## src/rtl/fetch_sequencer_pkg.sv

```systemverilog
// Shared fetch-stage types and default sizes for the instruction-fetch sequencer.
package fetch_sequencer_pkg;

    localparam int PC_WIDTH     = 8;
    localparam int INSTR_WIDTH  = 16;
    localparam int RESET_VECTOR = 0;

    typedef enum logic [1:0] {
        S_IDLE = 2'd0,
        S_REQ  = 2'd1,
        S_OUT  = 2'd2,
        S_HALT = 2'd3
    } fetch_state_t;

endpackage

```

## src/rtl/fetch_sequencer_if.sv

```systemverilog
// Memory-side req/ack, decode-side valid/ready and execute-side redirect/halt bundle.
interface fetch_sequencer_if
    import fetch_sequencer_pkg::*;
#(
    parameter int WIDTH  = PC_WIDTH,
    parameter int IWIDTH = INSTR_WIDTH
) ();

    logic              imem_req;
    logic [WIDTH-1:0]  imem_addr;
    logic              imem_ack;
    logic [IWIDTH-1:0] imem_rdata;
    logic              inst_valid;
    logic [IWIDTH-1:0] inst_data;
    logic [WIDTH-1:0]  inst_pc;
    logic              inst_ready;
    logic              redirect_en;
    logic [WIDTH-1:0]  redirect_addr;
    logic              halt;
    logic              busy;

    // master is the fetch sequencer; slave is memory/decode/execute around it
    modport master (
        output imem_req, imem_addr, inst_valid, inst_data, inst_pc, busy,
        input  imem_ack, imem_rdata, inst_ready, redirect_en, redirect_addr, halt
    );

    modport slave (
        input  imem_req, imem_addr, inst_valid, inst_data, inst_pc, busy,
        output imem_ack, imem_rdata, inst_ready, redirect_en, redirect_addr, halt
    );

endinterface

```

## src/rtl/fetch_sequencer_pc_reg.sv

```systemverilog
// Program counter with load and increment enables; load has priority, increment wraps.
module fetch_pc_reg
    import fetch_sequencer_pkg::*;
#(
    parameter int WIDTH      = PC_WIDTH,
    parameter int RESET_ADDR = RESET_VECTOR
) (
    input  logic             clk,
    input  logic             reset,
    input  logic             load_i,
    input  logic [WIDTH-1:0] loadValue_i,
    input  logic             inc_i,
    output logic [WIDTH-1:0] pc_o
);

    localparam logic [WIDTH-1:0] RESET_PC = WIDTH'(RESET_ADDR);

    logic [WIDTH-1:0] pc_q, pc_d;

    always_comb begin
        pc_d = pc_q;
        if (load_i) begin
            pc_d = loadValue_i;
        end else if (inc_i) begin
            pc_d = pc_q + WIDTH'(1);
        end
    end

    always_ff @(posedge clk or posedge reset) begin
        if (reset) begin
            pc_q <= RESET_PC;
        end else begin
            pc_q <= pc_d;
        end
    end

    assign pc_o = pc_q;

endmodule

```

## src/rtl/fetch_sequencer.sv

```systemverilog
// Instruction-fetch controller: sequences memory req/ack, buffers the word for decode,
// and applies redirects/halt without ever abandoning an outstanding request.
module fetch_sequencer
    import fetch_sequencer_pkg::*;
#(
    parameter int WIDTH      = PC_WIDTH,
    parameter int IWIDTH     = INSTR_WIDTH,
    parameter int RESET_ADDR = RESET_VECTOR
) (
    input logic                clk,
    input logic                reset,
    fetch_sequencer_if.master  bus
);

    fetch_state_t      state_q, state_d;
    logic              kill_q, kill_d;
    logic [WIDTH-1:0]  pendingTarget_q, pendingTarget_d;
    logic [IWIDTH-1:0] instData_q, instData_d;
    logic [WIDTH-1:0]  instPc_q, instPc_d;
    logic [WIDTH-1:0]  pc;
    logic              pcLoad, pcInc;
    logic [WIDTH-1:0]  pcLoadValue;

    fetch_pc_reg #(.WIDTH(WIDTH), .RESET_ADDR(RESET_ADDR)) pcReg (
        .clk         (clk),
        .reset       (reset),
        .load_i      (pcLoad),
        .loadValue_i (pcLoadValue),
        .inc_i       (pcInc),
        .pc_o        (pc)
    );

    always_ff @(posedge clk or posedge reset) begin
        if (reset) begin
            state_q <= S_IDLE;
        end else begin
            state_q <= state_d;
        end
    end

    always_ff @(posedge clk or posedge reset) begin
        if (reset) begin
            kill_q          <= 1'b0;
            pendingTarget_q <= '0;
            instData_q      <= '0;
            instPc_q        <= '0;
        end else begin
            kill_q          <= kill_d;
            pendingTarget_q <= pendingTarget_d;
            instData_q      <= instData_d;
            instPc_q        <= instPc_d;
        end
    end

    // A redirect during an outstanding request only marks it killed; the request
    // itself runs to its ack so memory always sees a clean handshake.
    always_comb begin
        state_d         = state_q;
        kill_d          = kill_q;
        pendingTarget_d = pendingTarget_q;
        instData_d      = instData_q;
        instPc_d        = instPc_q;
        pcLoad          = 1'b0;
        pcInc           = 1'b0;
        pcLoadValue     = bus.redirect_addr;
        case (state_q)
            S_IDLE: begin
                pcLoad  = bus.redirect_en;
                state_d = bus.halt ? S_HALT : S_REQ;
            end
            S_REQ: begin
                if (bus.imem_ack) begin
                    if (bus.redirect_en) begin
                        pcLoad = 1'b1;
                        kill_d = 1'b0;
                    end else if (kill_q) begin
                        pcLoad      = 1'b1;
                        pcLoadValue = pendingTarget_q;
                        kill_d      = 1'b0;
                    end else begin
                        instData_d = bus.imem_rdata;
                        instPc_d   = pc;
                        pcInc      = 1'b1;
                        state_d    = S_OUT;
                    end
                end else if (bus.redirect_en) begin
                    kill_d          = 1'b1;
                    pendingTarget_d = bus.redirect_addr;
                end
            end
            S_OUT: begin
                if (bus.redirect_en) begin
                    pcLoad  = 1'b1;
                    state_d = bus.halt ? S_HALT : S_REQ;
                end else if (bus.inst_ready) begin
                    state_d = bus.halt ? S_HALT : S_REQ;
                end
            end
            S_HALT: begin
                pcLoad = bus.redirect_en;
                if (!bus.halt) begin
                    state_d = S_REQ;
                end
            end
            default: state_d = S_IDLE;
        endcase
    end

    // A redirect in S_OUT squashes the buffered word in the same cycle.
    always_comb begin
        bus.imem_req   = (state_q == S_REQ);
        bus.inst_valid = (state_q == S_OUT) && !bus.redirect_en;
        bus.busy       = (state_q == S_REQ) || (state_q == S_OUT);
    end

    assign bus.imem_addr = pc;
    assign bus.inst_data = instData_q;
    assign bus.inst_pc   = instPc_q;

endmodule

```

## src/flat_wrapper.sv

```systemverilog
// flat-port wrapper written by rule: the top's interface ports become plain ports
module fetch_sequencer_flat import fetch_sequencer_pkg::*;
#(
    parameter int WIDTH      = PC_WIDTH,
    parameter int IWIDTH     = INSTR_WIDTH,
    parameter int RESET_ADDR = RESET_VECTOR
)
  (clk, reset, bus_imem_req, bus_imem_addr, bus_inst_valid, bus_inst_data, bus_inst_pc, bus_busy, bus_imem_ack, bus_imem_rdata, bus_inst_ready, bus_redirect_en, bus_redirect_addr, bus_halt);
  fetch_sequencer_if #(.WIDTH(WIDTH), .IWIDTH(IWIDTH)) bus_i ();
  input logic clk;
  input logic reset;
  output wire logic [$bits(bus_i.imem_req)-1:0] bus_imem_req;
  output wire logic [$bits(bus_i.imem_addr)-1:0] bus_imem_addr;
  output wire logic [$bits(bus_i.inst_valid)-1:0] bus_inst_valid;
  output wire logic [$bits(bus_i.inst_data)-1:0] bus_inst_data;
  output wire logic [$bits(bus_i.inst_pc)-1:0] bus_inst_pc;
  output wire logic [$bits(bus_i.busy)-1:0] bus_busy;
  input wire logic [$bits(bus_i.imem_ack)-1:0] bus_imem_ack;
  input wire logic [$bits(bus_i.imem_rdata)-1:0] bus_imem_rdata;
  input wire logic [$bits(bus_i.inst_ready)-1:0] bus_inst_ready;
  input wire logic [$bits(bus_i.redirect_en)-1:0] bus_redirect_en;
  input wire logic [$bits(bus_i.redirect_addr)-1:0] bus_redirect_addr;
  input wire logic [$bits(bus_i.halt)-1:0] bus_halt;
  assign bus_imem_req = bus_i.imem_req;
  assign bus_imem_addr = bus_i.imem_addr;
  assign bus_inst_valid = bus_i.inst_valid;
  assign bus_inst_data = bus_i.inst_data;
  assign bus_inst_pc = bus_i.inst_pc;
  assign bus_busy = bus_i.busy;
  assign bus_i.imem_ack = bus_imem_ack;
  assign bus_i.imem_rdata = bus_imem_rdata;
  assign bus_i.inst_ready = bus_inst_ready;
  assign bus_i.redirect_en = bus_redirect_en;
  assign bus_i.redirect_addr = bus_redirect_addr;
  assign bus_i.halt = bus_halt;
  fetch_sequencer #(.WIDTH(WIDTH), .IWIDTH(IWIDTH), .RESET_ADDR(RESET_ADDR)) u_core (.clk(clk), .reset(reset), .bus(bus_i));
endmodule
```

## config.mk

```make
export PLATFORM = sky130hd
export DESIGN_NAME = fetch_sequencer_flat
export DESIGN_NICKNAME = d
export VERILOG_FILES = /design/src/rtl/fetch_sequencer_pkg.sv /design/src/rtl/fetch_sequencer_if.sv /design/src/rtl/fetch_sequencer_pc_reg.sv /design/src/rtl/fetch_sequencer.sv /design/src/flat_wrapper.sv
export SDC_FILE = /design/constraint.sdc
export NUM_CORES = 1
export LEC_CHECK = 0
export ABC_AREA = 1
export BUFFER_PORTS_ARGS = -buffer_cell sky130_fd_sc_hd__buf_2
export CAP_MARGIN = 10
export CORE_UTILIZATION = 46
export DETAILED_ROUTE_END_ITERATION = 10
export GPL_ROUTABILITY_DRIVEN = 1
export GPL_TIMING_DRIVEN = 0
export HOLD_SLACK_MARGIN = 0.02
export PLACE_DENSITY = 0.8
export SLEW_MARGIN = 30
export SYNTH_ARGS = -nofsm -noshare
export SYNTH_HDL_FRONTEND = slang
export SYNTH_SLANG_ARGS = --single-unit
```

## constraint.sdc

```tcl
create_clock -name clk -period 1.5 [get_ports clk]
set_input_delay 0.225 -clock clk [delete_from_list [all_inputs] [get_ports clk]]
set_output_delay 0.225 -clock clk [all_outputs]
set_load 0.005 [all_outputs]
```

* Word level (Yosys, flattened, before mapping)
Index checks and enable logic that the tools add are counted.
Cells by class: reductions and logical operators 11, order comparisons 0, add/sub/neg operators 1, div/mod/pow operators 0, eq/ne operators 8, muxes and demuxes 25, shift operators 0, multipliers 0, bitwise logic cells 3
Operators by type and width (number):
- two-way mux 8 bit | 6
- two-way mux 2 bit | 7
- two-way mux 1 bit | 10
- adder 8 x 1 -> 8 bit (second input constant) | 1
- one-hot mux 2 bit (4 select lines) | 1
- != test 2 bit (second input constant) | 3
- AND reduction 5 bit | 1
- == test 2 bit (second input constant) | 2
- AND reduction 4 bit | 1
- nonzero test 2 bit | 2
- != test 3 bit (second input constant) | 1
- NOT 1 bit | 3
- one-hot mux 1 bit (3 select lines) | 1
- AND reduction 3 bit | 1
- == test 2 x 1 -> 1 bit (second input constant) | 1
- logical NOT 2 bit | 1
- != test 2 x 1 -> 1 bit (second input constant) | 1
- AND reduction 2 bit | 1
- OR reduction 2 bit | 1
- logical AND 1 bit | 1
- logical NOT 1 bit | 1
- logical OR 1 bit | 1
Storage, ports and cells: input port bits 30, logic and storage cells 54, output and inout port bits 35, memory bits (read-only) 0, bits in writable memories 0, latch bits 0, bits in registers 43, memories kept 0

* Longest topological paths before layout
Gate-level depths: netlist (run 1).
word-level depth 6, gate-level depth with buffers 11, gate-level depth less buffers 11

* Cells and area by module
From an unflattened synthesis (run 1), not the netlist that was laid out.
Unflattened totals: cells, all modules 257, area, all modules 2072.0 µm²
By module, submodules not included:
- fetch_sequencer | seq. area each 875.8 µm², cells an instance 193, area each 1581.5 µm², times used 1
- fetch_pc_reg | seq. area each 200.2 µm², cells an instance 64, area each 490.5 µm², times used 1

* Worst setup path before layout (run 1)
OpenSTA, ideal clock, no wires.
kind register to register, from register u_core.state_q[1], to register u_core.pcReg.pc_q[2] (netlist: u_core.pcReg.pc_o[2]), required time 1.377 ns, stages on the path, launching flop included 9, buffers on the path 1, slack 0.123 ns, arrival time 1.254 ns, period minus slack after synthesis 1.377 ns, setup time 0.123 ns, cells stage by stage dfrtp_1 > inv_1 > ha_1 > inv_1 > nand2_1 > nand2_2 > buf_4 > a211oi_1 > nor2_1
Between the ends: longest elaborated chain between the ends 4, elaborated cells on any way between the ends 10, classes of those cells 3 x eq/ne; 4 x mux; 3 x reduce/logical
RTL lines:
- from (decl) | line fetch_sequencer.sv:15 | fetch_state_t state_q, state_d;
- from (signal assigned) | line fetch_sequencer.sv:37 | state_q <= state_d;
- == test 2 bit / logical NOT 2 bit (equally long branches) | line fetch_sequencer.sv:66 | case (state_q)
- OR reduction 2 bit (no line)
- one-hot mux 1 bit (3 select lines) | line fetch_sequencer.sv:66
- two-way mux 8 bit / nonzero test 2 bit (equally long branches)
- to (signal assigned) | line fetch_sequencer_pc_reg.sv:33 | pc_q <= pc_d;
- to (decl) | line fetch_sequencer_pc_reg.sv:18 | logic [WIDTH-1:0] pc_q, pc_d;
Several ways; a longest one is shown, not always the timed one. A chain may end at the register's enable or synchronous reset.

* Final worst setup path (run 1)
from register u_core.state_q[0], to register u_core.state_q[1]
Between the ends: longest elaborated chain between the ends 3, elaborated cells on any way between the ends 11, classes of those cells 8 x eq/ne; 1 x mux; 2 x reduce/logical
RTL lines (line):
- == test 2 bit / == test 2 x 1 -> 1 bit (equally long branches) | fetch_sequencer.sv:66
- != test 3 bit (no line), or another cell as far along
- AND reduction 5 bit (no line)
Several ways; a longest one is shown, not always the timed one.

==> results of run 1 <==
-- repair_timing --
action,CTS,global route
setup buffers,4,2
setup endpoints to repair,10,28
gates cloned,0,0
resized for setup,2,15
pin swaps,1,3
hold buffers,1,0
endpoints found under the hold margin,16,0
-- per-layer routing --
metal  vias to the layer above  share of wire
met1                       853           0.46
met2                        55           0.47
li1                        984              -
met3                         9          0.048
met4                         0          0.018
met5                         -              0
-- area by class of cell --
cell class                 count  share of cell area
sequential                    43              0.3966
multi-input combinational    188              0.3367
timing repair buffer          72              0.1469
inverter                      28             0.04007
clock buffer                   8             0.03685
tap                           52             0.02395
buffer                         7             0.01889
-- where the power goes --
group          leakage (µW)  switching [µW]  internal [µW]
Sequential         0.000525             386           1720
Clock             0.0000515             372            420
Combinational      0.000968            1250           1060
Total               0.00154            2010           3200
-- worst paths after layout --
path / slack, ps / depth (start not counted) / to / from
min in group asynchronous: 440 / 3 / u_core.bus.inst_data[13] / reset
worst max-delay path: 10 / 8 / u_core.state_q[1] / u_core.state_q[0]
max in group asynchronous: 580 / 4 / u_core.bus.inst_pc[3] / reset
worst max register to register: 10 / 8 / u_core.state_q[1] / u_core.state_q[0]
worst min register to register: 480 / 2 / u_core.bus.inst_pc[4] / u_core.bus.inst_pc[4]
worst min-delay path: 120 / 3 / u_core.bus.inst_data[12] / bus_imem_rdata[12]
-- cells in the mapped netlist, drive strengths merged --
cell | n | area, µm²
o211ai | 1 | 7.510
a211oi | 1 | 7.510
a21oi | 5 | 25.02
nand4 | 1 | 6.260
nand2 | 113 | 441.7
mux2 | 2 | 22.52
o21ai | 17 | 85.08
nand3b | 2 | 15.01
nand3 | 15 | 75.07
nor2 | 24 | 105.1
clkinv | 1 | 5.000
dfrtp | 43 | 1076
ha | 5 | 62.56
buf | 7 | 46.29
xor2 | 2 | 17.52
inv | 27 | 103.9
-- per-stage QoR --
| step | utilization | hold WS (ps) | cells |
|---|---|---|---|
| floorplan | - | 334.6 | 266 |
| global placement | 0.5674 | 420.3 | 382 |
| detailed placement | 0.5719 | 223.8 | 383 |
| CTS | 0.6045 | 109.4 | 396 |
| global route | 0.6196 | 129.9 | 398 |
| finish | 0.6196 | 116.2 | 398 |
-- worst register-to-register path, cell delays in order (launching register included) --
cell	delay, ps
dfrtp_2	470
buf_4	150
ha_1	190
nand2_1	60
nand2_1	60
a21oi_2	120
o21ai_2	110
nor2_2	160
a21oi_2	40
-- registers in the layout (all words and copies together) (netlist names) --
register and flops:
u_core.pendingTarget_q 8, u_core.bus.inst_data 16, u_core.bus.inst_pc 8, u_core.kill_q 1, u_core.pcReg.pc_o 8, u_core.state_q 2
-- kinds of logic (layout without fill, tap and decap cells) --
kind of cell | Yosys count | in the layout | synth area share
simple gates | 155 | 155 | 0.3059
flops | 43 | 43 | 0.5119
buf+inv | 35 | 115 | 0.07381
compound gates | 24 | 24 | 0.05952
fa+ha+maj | 5 | 5 | 0.02976
xor+xnor | 2 | 2 | 0.008335
mux | 2 | 2 | 0.01071
==> summary.txt, run 1 <==
Power
  – Leak Pwr: 0.001544 µW
  – Maximum vdd ir drop: 0.9957 mV
  – Tot Pwr: about 5200 µW
  – PD cells: about 1900 mW/mm²

Logic synthesis
  – Post-Synthesis Cell Area: 0.002102 mm²
  – Post-Syn Instances: 266
  – Seq/Total Area, Yosys: 0.5119
  – Mean Syn Cell Area: between 7 and 8 µm²
  – Synth warn: 0
  – Syn Nets: around 300
  – Yosys cell types: 24
  – Seq cells post-synth: 43

Layout
  – Layout cells sized above 1: 0.3179
  – Area of the multi-input gates: 914.6 µm²
  – Sequential cell area: 0.001077 mm²
  – Total Nets Final: 380
  – Final instance area: 0.002716 mm²
  – Most frequent cells in the layout: nand2_1 (108), buf_2 (66), dfrtp_1 (42)
  – Antenna cells: 0
  – Most common cell after layout, fill and taps aside: nand2_1
  – Syn-to-layout area delta: 29.23%
  – FILL cells: 388

STA
  – Maximum clock frequency: 671.0 MHz
  – Measured slew at the worst slew-check pin: around 370 ps
  – Final Worst Setup Slack: 9.585 ps
  – Pins over their slew limit: 0
  – Final hold vios: 0
  – Worst clock skew: 6.968 ps
  – Final worst-path cycle share: 0.9936
  – Final Setup Violations: 0
  – Tmin final: 1490 ps
  – Setup TNS: 0 ps
  – RSZ-0062 raised after global routing: yes
  – Max-slew headroom: 0.7541

Clocking
  – Max Buffers Root-to-Sink: 2
  – TritonCTS Buffers: 5
  – Clk slew on worst S/H paths: ~80 ps
  – CTS Sinks: between 40 and 50
  – Worst-Skew Late Latency: 290 ps
  – H-tree depth: 2
  – Clock root buffer: clkbuf_8
  – CTS tree: done

Global routing
  – Total GRT Usage: 0.1999
  – Met3 Use GR: 0.03634
  – GR Util met1: 0.2524
  – M2 GR Usage: 0.3323
  – First-pass GRT wire length: 7.762 mm
  – Number of global-route vias before repair: 1788
  – Total grt overflow: 0
  – Largest net degree at the start of global routing: 28
  – Global route hottest layer: met2
  – Initial antenna violation count: 0

Place
  – IO Port Bufs: between 60 and 70
  – Post-DP HPWL: 3.281 mm
  – Final Wtd Congestion: roughly 0.85
  – Post-Place Cell Area: approximately 0.0025 mm²
  – Dpl ws: -37.15 ps

Flow run
  – Max-cap violations: 0

Critical path
  – Top delay family on crit path: flip-flops
  – Type of origin of the critical path: flop
  – Worst path slowest cell: dfrtp_2
  – CP Data Required Time: 1680 ps
  – Cell Chain, Critical Path: buf_4, ha_1, nand2_1, nand2_1, a21oi_2, o21ai_2, nor2_2, a21oi_2
  – Crit. End Element: flop
  – Buffers & Inverters on Critical Path: 1
  – Peak per-stage delay on the critical path: about 470 ps
  – CP Max Fanout: 5
  – WS Path Type: flop to flop
  – CP arrival: 1670 ps

Floorplan
  – Die width: 69.60 µm
  – Core area: 0.004384 mm²
  – I/O pin count: 65
  – Num rows: 24
  – Die H: between 60 and 70 µm
  – Die area: 0.004844 mm²
  – Initial Util: 0.4795

Routing
  – Initial DRC count: between 70 and 80
  – TritonRoute pass-1 iters: 4
  – Final WL: 4.561 mm
  – Drt via density: around 4.8
  – Final routed DRC violation total: 0
  – ANT nets after route: 0
  – Vias: between 1500 and 2000
  – WL/cell: 11.46 µm

Hold path
  – HP Class: primary input to flop

Run status
  – Status: finished, final reports clean
(Power assumes the default switching activity.)
==> inputs of run 2 (changes only) <==
- BUFFER_PORTS_ARGS: -buffer_cell sky130_fd_sc_hd__buf_2 -> -buffer_cell sky130_fd_sc_hd__buf_4
- GPL_TIMING_DRIVEN: 0 -> not set
==> run 2 against run 1 <==
The flow now finishes with violations (setup timing). Highest routed layer unchanged. First-iteration DRC count is 27% higher. Clock skew grew 4.0 ps. Setup slack got worse by 10 ps. Hold slack improved by 12 ps. Total power grew 6.4%. Critical path type is now flop to output pin. Largest cell class unchanged. Register-to-register slack better by 40 ps. Die area did not move. Sequential cell count is the same. Core utilization up 3.7 points. Wire length rose by 2.1%. Cell area increased by 6.0%. Count of clock-buffer cells in the layout is the same.
==> summary.txt, run 2 (synthesis gave the netlist of run 1 again) <==
Run status
  – Status: complete, but fails checks (was finished, final reports clean)
  – Violated checks: setup timing

Critical path
  – Worst reg2reg setup slack: 50 ps (was 10 ps)
  – FF-to-FF End: u_core.state_q[1] (unchanged)
  – Worst path slowest cell: dfrtp_1 (was dfrtp_2)
  – R2R depth: 8 (unchanged)
  – Reg2Reg Launch Point: u_core.state_q[0] (unchanged)
  – CP Max Fanout: 4 (was 5)
  – CP Data Required Time: 1270 ps (was 1680 ps)
  – Crit. End Element: output pin (was flop)
  – Peak per-stage delay on the critical path: 430 ps (was 470 ps)
  – Cell Chain, Critical Path: buf_6, inv_4, ha_4, inv_2, nor2_2, buf_4 (was buf_4, ha_1, nand2_1, nand2_1, a21oi_2, o21ai_2, nor2_2, a21oi_2)
  – CP arrival: 1280 ps (was 1670 ps)
  – WS Path Type: flop to output pin (was flop to flop)
  – Type of origin of the critical path: flop (unchanged)

STA
  – Max-slew headroom: 0.8274 (was 0.7541)
  – Final Worst Setup Slack: -0.7313 ps (was 9.585 ps)
  – Final worst-path cycle share: 1.000 (was 0.9936)
  – Tmin final: 1501 ps (was 1490 ps)
  – Setup TNS: -0.7313 ps (was 0 ps)
  – Maximum clock frequency: 666.3 MHz (was 671.0 MHz)
  – RSZ-0062 raised after global routing: yes (unchanged)
  – Worst clock skew: 10.99 ps (was 6.968 ps)
  – Final Setup Violations: 1 (was 0)
  – Measured slew at the worst slew-check pin: 258.8 ps (was 368.3 ps)
  – Final hold vios: 0 (unchanged)
  – Pins over their slew limit: 0 (unchanged)

Clocking
  – H-tree depth: 2 (unchanged)
  – Worst-Skew Late Latency: 300 ps (was 290 ps)
  – Clock root buffer: clkbuf_8 (unchanged)
  – CTS Sinks: 43 (unchanged)
  – CTS tree: done (unchanged)
  – Clk slew on worst S/H paths: 70 ps (was 80 ps)
  – TritonCTS Buffers: 5 (unchanged)
  – Max Buffers Root-to-Sink: 2 (unchanged)

Power
  – Switch Pwr: 2055 µW (was 2013 µW)
  – Sw frac: 0.3704 (was 0.3861)
  – Maximum vdd ir drop: 0.9158 mV (was 0.9957 mV)
  – PD cells: 1927 mW/mm² (was 1919 mW/mm²)
  – Clock share of power: 0.143 (was 0.152)
  – Leak Pwr: 0.001587 µW (was 0.001544 µW)
  – Flop pwr share: 0.380 (was 0.404)
  – Cell Int Power: 3493 µW (was 3201 µW)
  – Logic pwr share: 0.478 (was 0.444)

Global routing
  – Largest net degree at the start of global routing: 44 (was 28)
  – Initial antenna violation count: 0 (unchanged)
  – First-pass GRT wire length: 7.755 mm (was 7.762 mm)
  – Total grt overflow: 0 (unchanged)
  – Number of global-route vias before repair: 1718 (was 1788)
  – Total GRT Usage: 0.2034 (was 0.1999)

Layout
  – Layout cells sized above 1: 0.3081 (was 0.3179)
  – Max FFs per register: 16 (unchanged)
  – Antenna cells: 0 (unchanged)
  – FILL cells: 411 (was 388)
  – Final instance area: 0.002879 mm² (was 0.002716 mm²)
  – Most frequent cells in the layout: nand2_1 (108), buf_4 (70), dfrtp_1 (43) (was nand2_1 (108), buf_2 (66), dfrtp_1 (42))
  – Syn-to-layout area delta: 36.96% (was 29.23%)
  – Total Nets Final: 378 (was 380)
  – Final Core Density: 0.6567 (was 0.6196)
  – Most common cell after layout, fill and taps aside: nand2_1 (unchanged)
  – Final Non-Filler Cells: 396 (was 398)

Place
  – IO Port Bufs: 64 (unchanged)
  – Dpl ws: -17.76 ps (was -37.15 ps)
  – Post-DP HPWL: 3.440 mm (was 3.281 mm)
  – Post-Place Cell Area: 0.002689 mm² (was 0.002507 mm²)
  – Cells after DPL: 385 (was 383)
  – Final Wtd Congestion: 0.7948 (was 0.8517)

Flow run
  – Max-cap violations: 0 (unchanged)

Floorplan
  – Die width: 69.60 µm (unchanged)
  – Core area: 0.004384 mm² (unchanged)
  – I/O pin count: 65 (unchanged)
  – Initial Util: 0.4795 (unchanged)
  – Die H: 69.60 µm (unchanged)
  – Num rows: 24 (unchanged)
  – Die area: 0.004844 mm² (unchanged)

Routing
  – WL/cell: 11.76 µm (was 11.46 µm)
  – ANT nets after route: 0 (unchanged)
  – Initial DRC count: 98 (was 77)
  – Drt via density: 4.758 (was 4.776)
  – Final routed DRC violation total: 0 (unchanged)
  – Vias: 1884 (was 1901)
  – Final WL: 4.658 mm (was 4.561 mm)
  – TritonRoute pass-1 iters: 4 (unchanged)

Hold path
  – HP Class: primary input to flop (unchanged)
  – Hold Path Depth: 3 (unchanged)
  – WHS Endpoint: u_core.bus.inst_data[12] (unchanged)
  – HP Start: bus_imem_rdata[12] (unchanged)
run 2: cell count changes in the layout (fill, tap and decap cells not counted), sizes merged:
cell and delta:
clkinv -1, inv +1, clkbuf -1, buf -1
run 2: worst max-delay path by stage:
| stage | startpoint | slack (ps) | cells past startpoint | endpoint |
|---|---|---|---|---|
| floorplan | u_core.state_q[1] | 120 | 8 | u_core.pcReg.pc_o[2] |
| finish | u_core.state_q[0] | -0.7 | 6 | bus_inst_valid |
| detailed placement | u_core.state_q[1] | -20 | 9 | u_core.pcReg.pc_o[2] |
| global placement | u_core.state_q[1] | 80 | 9 | u_core.pcReg.pc_o[2] |
| global route | u_core.state_q[0] | -70 | 6 | bus_inst_valid |
| CTS | u_core.state_q[1] | -1 | 9 | u_core.pcReg.pc_o[2] |
run 2: metrics by stage:
step	hold WS (ps)	total power, µW
after detailed placement	315.3	4565
after global placement	314.9	4469
final	128.1	5548
after floorplan	334.6	3365
after global routing	116.8	6031
after CTS	124.5	5449
run 2: timing repair:
| item | in CTS | in global routing |
|---|---|---|
| setup endpoints to repair | 6 | 37 |
| hold endpoints to repair | 43 | 0 |
| resized for setup | 8 | 13 |
| hold buffers | 1 | 0 |
| buffers inserted | 0 | 2 |
| pin swaps | 0 | 2 |
run 2: power groups by stage:
stage | sequential (µW) | clock, µW | combinational [µW]
CTS | 2090 | 812 | 2550
finish | 2110 | 792 | 2650
global placement | 2090 | 0 | 2380
detailed placement | 2110 | 0 | 2460
global route | 2180 | 879 | 2970
floorplan | 2110 | 0 | 1260
run 2: critical path, delay by kind of cell, from the launching register on:
family | cells | cell delay, ps
fa+ha+maj | 1 | 130
buf+inv | 4 | 350
flops | 1 | 430
simple gates | 1 | 80
run 2: per-layer routing:
layer  track usage  part of all wire  vias up  wire length (µm)
li1              -                 -      975                 -
met1        0.2536              0.46      853              2147
met2        0.3430              0.48       50              2223
met3       0.05233             0.049        6               230
met4       0.06803             0.012        0                56
met5             0                 0        -                 0
run 2: final cells by class:
cell class,instances,area [µm²],share of cell area
sequential,43,1076,0.3738
multi-input combinational,188,913.4,0.3173
timing repair buffer,77,611.8,0.2125
inverter,28,112.6,0.03911
clock buffer,8,100.1,0.03477
tap,52,65.06,0.02260
==> inputs of run 3 (changes only) <==
- CORE_UTILIZATION: 46 -> 30
- PLACE_DENSITY: 0.8 -> 0.57
==> run 3 against run 2 <==
The flow still finishes with violations (setup timing). Core utilization down 22 points. Highest routed layer unchanged. Critical path depth stayed put. Total power grew 5.1%. Combinational power is essentially flat. Sequential cell count did not move. Non-clock buffer count down 1. Wire length grew 7.1%. Maximum frequency is 0.90% lower. Die area up 52%. Sequential power about the same. First-iteration DRC count down 3.1%.
==> summary.txt, run 3 (synthesis gave the netlist of run 1 again) <==
Routing
  – Drt via density: 4.262 (was 4.758)
  – Max layer used: met4 (unchanged)
  – Initial DRC count: 95 (was 98)
  – Final routed DRC violation total: 0 (unchanged)
  – Length of routed met3 wiring: 301 µm (was 230 µm)
  – Final WL: 4.990 mm (was 4.658 mm)
  – ANT nets after route: 0 (unchanged)
  – Vias: 1871 (was 1884)
  – TritonRoute pass-1 iters: 4 (unchanged)
  – Met1 wire length: 2.446 mm (was 2.147 mm)
  – Routed met2 length: 2.171 mm (was 2.223 mm)
  – WL/cell: 11.37 µm (was 11.76 µm)

Layout
  – Max FFs per register: 16 (unchanged)
  – Most frequent cells in the layout: nand2_1 (107), buf_4 (71), dfrtp_1 (42) (was nand2_1 (108), buf_4 (70), dfrtp_1 (43))
  – Layout cells sized above 1: 0.3090 (was 0.3081)
  – Syn-to-layout area delta: 41.31% (was 36.96%)
  – Antenna cells: 0 (unchanged)
  – Final Core Density: 0.4372 (was 0.6567)
  – Total Nets Final: 377 (was 378)
  – Final Non-Filler Cells: 439 (was 396)
  – Most common cell after layout, fill and taps aside: nand2_1 (unchanged)

Floorplan
  – Initial Util: 0.3094 (was 0.4795)
  – Core area: 0.006794 mm² (was 0.004384 mm²)
  – Num rows: 30 (was 24)
  – Die H: 85.71 µm (was 69.60 µm)
  – I/O pin count: 65 (unchanged)
  – Die area: 0.007345 mm² (was 0.004844 mm²)
  – Die width: 85.71 µm (was 69.60 µm)

Critical path
  – WS Path Type: flop to output pin (unchanged)
  – Peak per-stage delay on the critical path: 460 ps (was 430 ps)
  – CP endpoint: bus_inst_valid (unchanged)
  – Reg2Reg Launch Point: u_core.state_q[0] (unchanged)
  – CP Data Required Time: 1270 ps (about the same)
  – CP arrival: 1290 ps (was 1280 ps)
  – Cell Chain, Critical Path: buf_6, inv_4, ha_4, inv_2, nor2_2, buf_4 (unchanged)
  – CP Max Fanout: 4 (unchanged)
  – Worst path slowest cell: dfrtp_2 (was dfrtp_1)
  – Crit path from: u_core.state_q[0] (unchanged)
  – Crit. End Element: output pin (unchanged)
  – Type of origin of the critical path: flop (unchanged)
  – R2R depth: 8 (unchanged)
  – FF-to-FF End: u_core.state_q[1] (unchanged)
  – Worst reg2reg setup slack: 50 ps (about the same)

Global routing
  – First-pass GRT wire length: 8.307 mm (was 7.755 mm)
  – Total GRT Usage: 0.1430 (was 0.2034)
  – Initial antenna violation count: 0 (unchanged)
  – Largest net degree at the start of global routing: 44 (unchanged)
  – Number of global-route vias before repair: 1809 (was 1718)
  – Total grt overflow: 0 (unchanged)

Clocking
  – TritonCTS Buffers: 5 (unchanged)
  – Worst-Skew Late Latency: 300 ps (about the same)
  – H-tree depth: 2 (unchanged)
  – CTS tree: done (unchanged)
  – Max Buffers Root-to-Sink: 2 (unchanged)
  – Clock root buffer: clkbuf_8 (unchanged)
  – CTS Sinks: 43 (unchanged)
  – Clk slew on worst S/H paths: 90 ps (was 70 ps)

Run status
  – Status: complete, but fails checks (unchanged)
  – Violated checks: setup timing (unchanged)

STA
  – Max-slew headroom: 0.8375 (was 0.8274)
  – Final hold vios: 0 (unchanged)
  – Maximum clock frequency: 660.4 MHz (was 666.3 MHz)
  – Final worst-path cycle share: 1.010 (was 1.000)
  – Setup TNS: -14.31 ps (was -0.7313 ps)
  – Worst clock skew: 10.58 ps (was 10.99 ps)
  – RSZ-0062 raised after global routing: yes (unchanged)
  – Tmin final: 1514 ps (was 1501 ps)
  – Measured slew at the worst slew-check pin: 243.7 ps (was 258.8 ps)
  – Pins over their slew limit: 0 (unchanged)
  – Final Setup Violations: 1 (unchanged)
  – Final Worst Setup Slack: -14.31 ps (was -0.7313 ps)

Flow run
  – Max-cap violations: 0 (unchanged)

Place
  – Post-DP HPWL: 3.637 mm (was 3.440 mm)
  – IO Port Bufs: 64 (unchanged)
  – Cells after DPL: 427 (was 385)
  – Final Wtd Congestion: 0.8053 (was 0.7948)

Hold path
  – HP Class: primary input to flop (unchanged)

Power
  – Maximum vdd ir drop: 0.7921 mV (was 0.9158 mV)
  – PD cells: 1963 mW/mm² (was 1927 mW/mm²)
  – Leak Pwr: 0.001614 µW (was 0.001587 µW)
==> run 3: changes by cell type in the layout (fill, tap and decap cells not counted), moves of 2 or more <==
cell and change:
buf_6 -3, bufinv_16 +2, inv_1 -2, nand2_4 +2
clkbuf_8 -2
==> run 3: layer usage <==
metal | track usage | up-vias
met5 | 0 | -
met4 | 0.05000 | 0
met3 | 0.03176 | 8
met2 | 0.2276 | 66
met1 | 0.1922 | 829
li1 | - | 968
==> run 3: through the flow <==
stage	worst slack [ps]	power, µW	instance area [µm²]	hold slack, ps
6_report	-14.31	5830	2970	120.9
5_1_grt	-66.78	6338	2970	117.7
4_1_cts	-33.08	5766	2907	108.2
3_5_place_dp	-1.607	4577	2741	293.7
3_3_place_gp	11.10	4530	2741	296.2
2_1_floorplan	123.0	3365	2102	334.6
==> run 3: layout make-up <==
class                   instances  area, µm²
flip-flops and latches         43       1077
inverters                      28      115.1
clock buffers                   6      72.57
well taps                      96      120.1
clock inverters                 2      60.06
multi-input cells             188      919.6
repair buffers                 76      605.6
fillers                       689       3824
==> run 3: how the worst min path moves through the flow <==
stage                           start                       end  slack (ps)  depth (start not counted)
global route        bus_imem_rdata[3]   u_core.bus.inst_data[3]         120                          3
CTS                 bus_imem_rdata[0]   u_core.bus.inst_data[0]         110                          3
finish              bus_imem_rdata[0]   u_core.bus.inst_data[0]         120                          3
floorplan           bus_imem_rdata[0]   u_core.bus.inst_data[0]         330                          2
global placement                reset  u_core.bus.inst_data[12]         300                          3
detailed placement              reset  u_core.bus.inst_data[12]         290                          3
==> run 3: repair_timing <==
item | CTS | global route
endpoints found under the hold margin | 43 | 0
hold buffers | 1 | 0
setup buffers | 0 | 3
endpoints found under the setup margin | 6 | 36
resized for setup | 8 | 13
pin swaps | 2 | 2
==> run 3: worst max-delay path: cells and delay by family (launching register included) <==
kind                       cells  cell delay (ps)
adders and majority gates      1              120
DFF                            1              460
buffers and inverters          4              340
and+or+nand+nor                1               70
==> run 3: power by group <==
group | internal, µW | switching (µW) | leakage [µW]
clock | 666 | 399 | 0.0000654
sequential | 1720 | 395 | 0.000525
combinational | 1340 | 1300 | 0.00102
